File: config.mk
export PLATFORM = sky130hd
export DESIGN_NAME = mc_ctrl
export DESIGN_NICKNAME = d
export VERILOG_FILES = /design/src/rtl/mc_ctrl.sv
export SDC_FILE = /design/constraint.sdc
export NUM_CORES = 1
export LEC_CHECK = 0
export CORE_MARGIN = 3
export CORE_UTILIZATION = 40
export DETAILED_ROUTE_END_ITERATION = 8
export DONT_BUFFER_PORTS = 1
export PLACE_DENSITY = 0.61
export RECOVER_POWER = 100
export SLEW_MARGIN = 10
export SYNTH_ARGS = -nofsm -noshare
export SYNTH_HDL_FRONTEND = slang
export SYNTH_SLANG_ARGS = --single-unit
File: constraint.sdc
create_clock -name clk -period 2.3 [get_ports clk]
set_input_delay 0.46 -clock clk [delete_from_list [all_inputs] [get_ports clk]]
set_output_delay 0.46 -clock clk [all_outputs]
set_load 0.02 [all_outputs]
File: src/rtl/mc_ctrl.sv
// Multi-cycle controller for a five-state IF/ID/EX/MEM/WB datapath.
// Define MC_CTRL_PERF_EN to build the retired-instruction counter; otherwise instret reads 0.
module mc_ctrl #(
  parameter int                OP_W    = 6,
  parameter int                FUNC_W  = 11,
  parameter int                CNT_W   = 32,
  parameter logic [FUNC_W-1:0] ALU_ADD = 11'h020,
  parameter logic [FUNC_W-1:0] ALU_SUB = 11'h022
) (
  input  logic              clk,
  input  logic              rst,
  input  logic [OP_W-1:0]   opcode,
  input  logic [FUNC_W-1:0] func,
  input  logic              equal,
  input  logic              imem_rdy,
  input  logic              dmem_rdy,
  output logic              imem_req,
  output logic              ir_en,
  output logic              pc_en,
  output logic              pc_sel,
  output logic              a_sel,
  output logic              b_sel,
  output logic [FUNC_W-1:0] alu_op,
  output logic              dmem_req,
  output logic              dmem_we,
  output logic              rf_we,
  output logic              wb_sel,
  output logic              mem2reg,
  output logic [2:0]        state,
  output logic              illegal,
  output logic [CNT_W-1:0]  instret
);

  typedef enum logic [2:0] {
    S_IF  = 3'd0,
    S_ID  = 3'd1,
    S_EX  = 3'd2,
    S_MEM = 3'd3,
    S_WB  = 3'd4
  } state_t;

  localparam logic [OP_W-1:0] OP_R   = 6'b000000;
  localparam logic [OP_W-1:0] OP_LW  = 6'b100011;
  localparam logic [OP_W-1:0] OP_SW  = 6'b101011;
  localparam logic [OP_W-1:0] OP_BEQ = 6'b000100;
  localparam logic [OP_W-1:0] OP_J   = 6'b000010;

  state_t          st;
  logic            run;
  logic [OP_W-1:0] op_q;
  logic            eq_q;

  function automatic logic is_legal(input logic [OP_W-1:0] op);
    return (op == OP_R) || (op == OP_LW) || (op == OP_SW) ||
           (op == OP_BEQ) || (op == OP_J);
  endfunction

  assign state = st;

  // run holds fetch off for the cycle in which rst is still being sampled high
  always_ff @(posedge clk) begin
    if (rst) begin
      st      <= S_IF;
      run     <= 1'b0;
      illegal <= 1'b0;
    end else begin
      run <= 1'b1;
      case (st)
        S_IF: if (run && imem_rdy) st <= S_ID;
        S_ID: begin
          if (!is_legal(opcode)) begin
            illegal <= 1'b1;
            st      <= S_IF;
          end else begin
            st <= S_EX;
          end
        end
        S_EX: begin
          case (op_q)
            OP_R:                 st <= S_WB;
            OP_LW, OP_SW, OP_BEQ: st <= S_MEM;
            default:              st <= S_IF;
          endcase
        end
        S_MEM: begin
          if (op_q == OP_BEQ)  st <= S_IF;
          else if (dmem_rdy)   st <= (op_q == OP_LW) ? S_WB : S_IF;
        end
        default: st <= S_IF;
      endcase
    end
  end

  always_ff @(posedge clk) begin
    if (st == S_ID) op_q <= opcode;
    if (st == S_EX) eq_q <= equal;
  end

  always_comb begin
    imem_req = 1'b0;
    ir_en    = 1'b0;
    pc_en    = 1'b0;
    pc_sel   = 1'b0;
    a_sel    = 1'b0;
    b_sel    = 1'b0;
    alu_op   = '0;
    dmem_req = 1'b0;
    dmem_we  = 1'b0;
    rf_we    = 1'b0;
    wb_sel   = 1'b0;
    mem2reg  = 1'b0;
    case (st)
      S_IF: begin
        if (run) begin
          imem_req = 1'b1;
          ir_en    = imem_rdy;
          pc_en    = imem_rdy;
        end
      end
      S_EX: begin
        case (op_q)
          OP_R: begin
            a_sel  = 1'b1;
            alu_op = func;
          end
          OP_LW, OP_SW: begin
            a_sel  = 1'b1;
            b_sel  = 1'b1;
            alu_op = ALU_ADD;
          end
          OP_BEQ: begin
            a_sel  = 1'b1;
            alu_op = ALU_SUB;
          end
          OP_J: begin
            b_sel  = 1'b1;
            alu_op = ALU_ADD;
            pc_en  = 1'b1;
            pc_sel = 1'b1;
          end
          default: ;
        endcase
      end
      S_MEM: begin
        // BEQ reuses MEM to form the target; the PC load is gated by the EX compare
        if (op_q == OP_BEQ) begin
          b_sel  = 1'b1;
          alu_op = ALU_ADD;
          pc_en  = eq_q;
          pc_sel = eq_q;
        end else begin
          dmem_req = 1'b1;
          dmem_we  = (op_q == OP_SW);
        end
      end
      S_WB: begin
        rf_we = 1'b1;
        if (op_q == OP_LW) wb_sel  = 1'b1;
        else               mem2reg = 1'b1;
      end
      default: ;
    endcase
  end

`ifdef MC_CTRL_PERF_EN
  logic            done;
  logic [CNT_W-1:0] cnt;

  assign done = (st == S_WB) ||
                ((st == S_EX) && (op_q == OP_J)) ||
                ((st == S_MEM) && ((op_q == OP_BEQ) || ((op_q == OP_SW) && dmem_rdy)));

  always_ff @(posedge clk) begin
    if (rst)       cnt <= '0;
    else if (done) cnt <= cnt + 1'b1;
  end

  assign instret = cnt;
`else
  assign instret = '0;
`endif

endmodule

==> results.yml <==
outcome:
  status: "finished with violations"
  failed_checks: "negative setup slack"
critical_path:
  worstPathMaxFanout: 11
  slowest_delay_ns: 0.60
  arrival_ns: 1.92
  crit_required_ns: 1.84
  crit_family: "simple AND/OR/NAND/NOR gates"
  worstSetupStartpointType: "flip-flop"
  crit_path_end_kind: "output port"
  cp_num_buf_inv: 1
  cp_cell_sequence: "or4_4, nor4b_4, buf_6, and2_2"
  crit_type: "reg2out"
  cp_slowest_cell: "or4_4"
logic_synthesis:
  synth_cells: 111
  synth_warnings: 0
  yosysSeqAreaShare_pct: 32.2
  netlist_area_sq_um: 965
  synth_cell_types: 35
  ys_seq_elements: 12
  syn_avg_cell_area_sq_um: 8.69
routing:
  highest_layer: "met4"
  finalWirelength_microns: 2050
  viasPerCell: 4.72
  met3_length_microns: 319
  drtAntennaViolNets: 0
  wl_met2_microns: 982
  drc: 0
  wl_per_cell_microns: 13.6
  wl_met1_microns: 735
  dr.pass1.iters: 4
  drtIter0Drc: 8
  vias: 712
timing:
  finClkSkew_ns: 0.000752
  max_clock_freq_mhz: 420
  max_slew.worst_pin.slew_ns: 0.518
  timing.final.crit_share_pct: 104
  hold_ws_ns: 0.248
  setup_ws_ns: -0.0826
  rsz0062_at_grt: "yes"
  finalHoldViolations: 0
  slew_viol_final: 0
  setup_viol: 11
  period_minus_slack_ns: 2.38
  slew_headroom_pct: 65.4
grt:
  track_usage_pct: 13.5
  antenna_found_initial: 0
  grt_pass1_wl_microns: 2850
  overflow: 0
  grt_pass1_vias: 635
  grt_max_degree: 15
worst_hold_path:
  hp-class: "in2reg"
power_and_ir_drop:
  finalPower_mw: 0.447
  peakVddDrop_mv: 0.290
  power_leakage_nw: 0.440
  power_per_cell_area_nw_per_um2: 459
floorplanning:
  coreArea_sq_um: 2250
  die_w_microns: 55.1
  fp-row-count: 17
  io_pins: 80
  die_area_sq_um: 3040
  fp.dieH_microns: 55.1
  start_util_pct: 42.8
placement:
  portBuffers: 0
  gp_congestion: 0.807
  dp_hpwl_microns: 1710
  place_ws_ns: -0.00406
finish:
  layout_common_cells: "conb_1 (32), nand2_1 (7), and2_2 (7), edfxtp_1 (7)"
  fin_nets: 146
  drive_above_1_share_pct: 19.5
  antennaDiodeCount: 0
  syn_to_final_growth_pct: 1.04
  final_common_cell: "conb_1"
  fin_util_pct: 43.2
cts:
  clock-sinks: 12
  h-tree-depth: 1
  clockBufferDepth: 2
  cts-buffers-inserted: 3
  cts_tree: "done"
  clk_pin_slew_worst_paths_ns: 0.08
  cts_hold_buffers: 0
  clk_latency_ns: 0.27
  cts_root_buf: "clkbuf_4"
job:
  maxCapViolations: 0
sequential cells by signal, summed over array words and instances (netlist names):
register and flops:
illegal 1, run 1, state 3, eq_q 1
op_q 6
routing by layer:
metal / vias to the layer above / global-route usage, %
met5: - / 0
met4: 0 / 5.67
met3: 2 / 5.90
met2: 55 / 22.8
met1: 314 / 14.7
li1: 341 / -
synthesized netlist by cell type, drive strengths merged:
cell type,count,area share (%)
a2111oi,1,0.91
a21o,1,0.78
a21oi,5,2.6
a31oi,2,1.3
and2,9,5.8
and3,1,0.65
and4,1,0.91
and4b,1,1.0
buf,34,27
clkbuf,1,0.39
conb,1,0.39
dfxtp,5,10
edfxtp,7,22
inv,4,1.6
nand2,7,2.7
nand2b,5,3.2
nor2,6,2.6
nor2b,1,0.65
nor3,3,1.6
nor3b,2,1.6
nor4,1,0.65
nor4b,2,3.4
o2111a,1,1.2
o21a,1,0.78
o21ai,2,1.0
o21bai,2,1.6
o22a,1,0.91
or2,1,0.65
or3,1,0.65
or4,1,0.78
or4b,1,1.0
cell type report:
class | count | area [sq um]
flip-flops and latches | 12 | 310
multi-input cells | 91 | 515
repair buffers | 12 | 72.6
fillers | 244 | 1280
clock inverters | 1 | 3.75
clock buffers | 3 | 22.5
inverters | 4 | 15.0
well taps | 28 | 35.0
cells by family after synthesis:
kind of cell | share of synthesized area, %
other | 0.389
buffers and inverters | 28.5
and+or+nand+nor | 27.9
AOI/OAI and AO/OA | 11.0
DFF | 32.2
power breakdown:
group	internal [mW]	switching, mW	total, mW
clock	0.0627	0.0699	0.133
sequential	0.233	0.00763	0.241
combinational	0.0106	0.0630	0.0737
total	0.307	0.141	0.447
timing repair:
action,4_1_cts,5_1_grt
endpoints found under the setup margin,14,15
cloned,0,0
setup buffers,2,0
pin swaps,2,0
gates resized for setup,11,3
per-stage QoR:
stage	instances	instance area (sq um)	setup TNS (ns)
final	151	975	-0.762
after global routing	151	975	-2.29
after CTS	151	990	-0.831
after detailed placement	145	931	-0.0174
after global placement	145	931	0
after floorplan	142	1080	0
final timing paths:
path | from | endpoint | slack (ns) | cells past startpoint
setup / recovery | op_q[0] | alu_op[3] | -0.08 | 4
hold / removal | rst | state[0] | 0.25 | 1
setup reg to reg | op_q[0] | state[2] | 0.52 | 5
hold reg to reg | run | state[2] | 0.59 | 3
No activity file was read; power rests on OpenSTA's default activity.
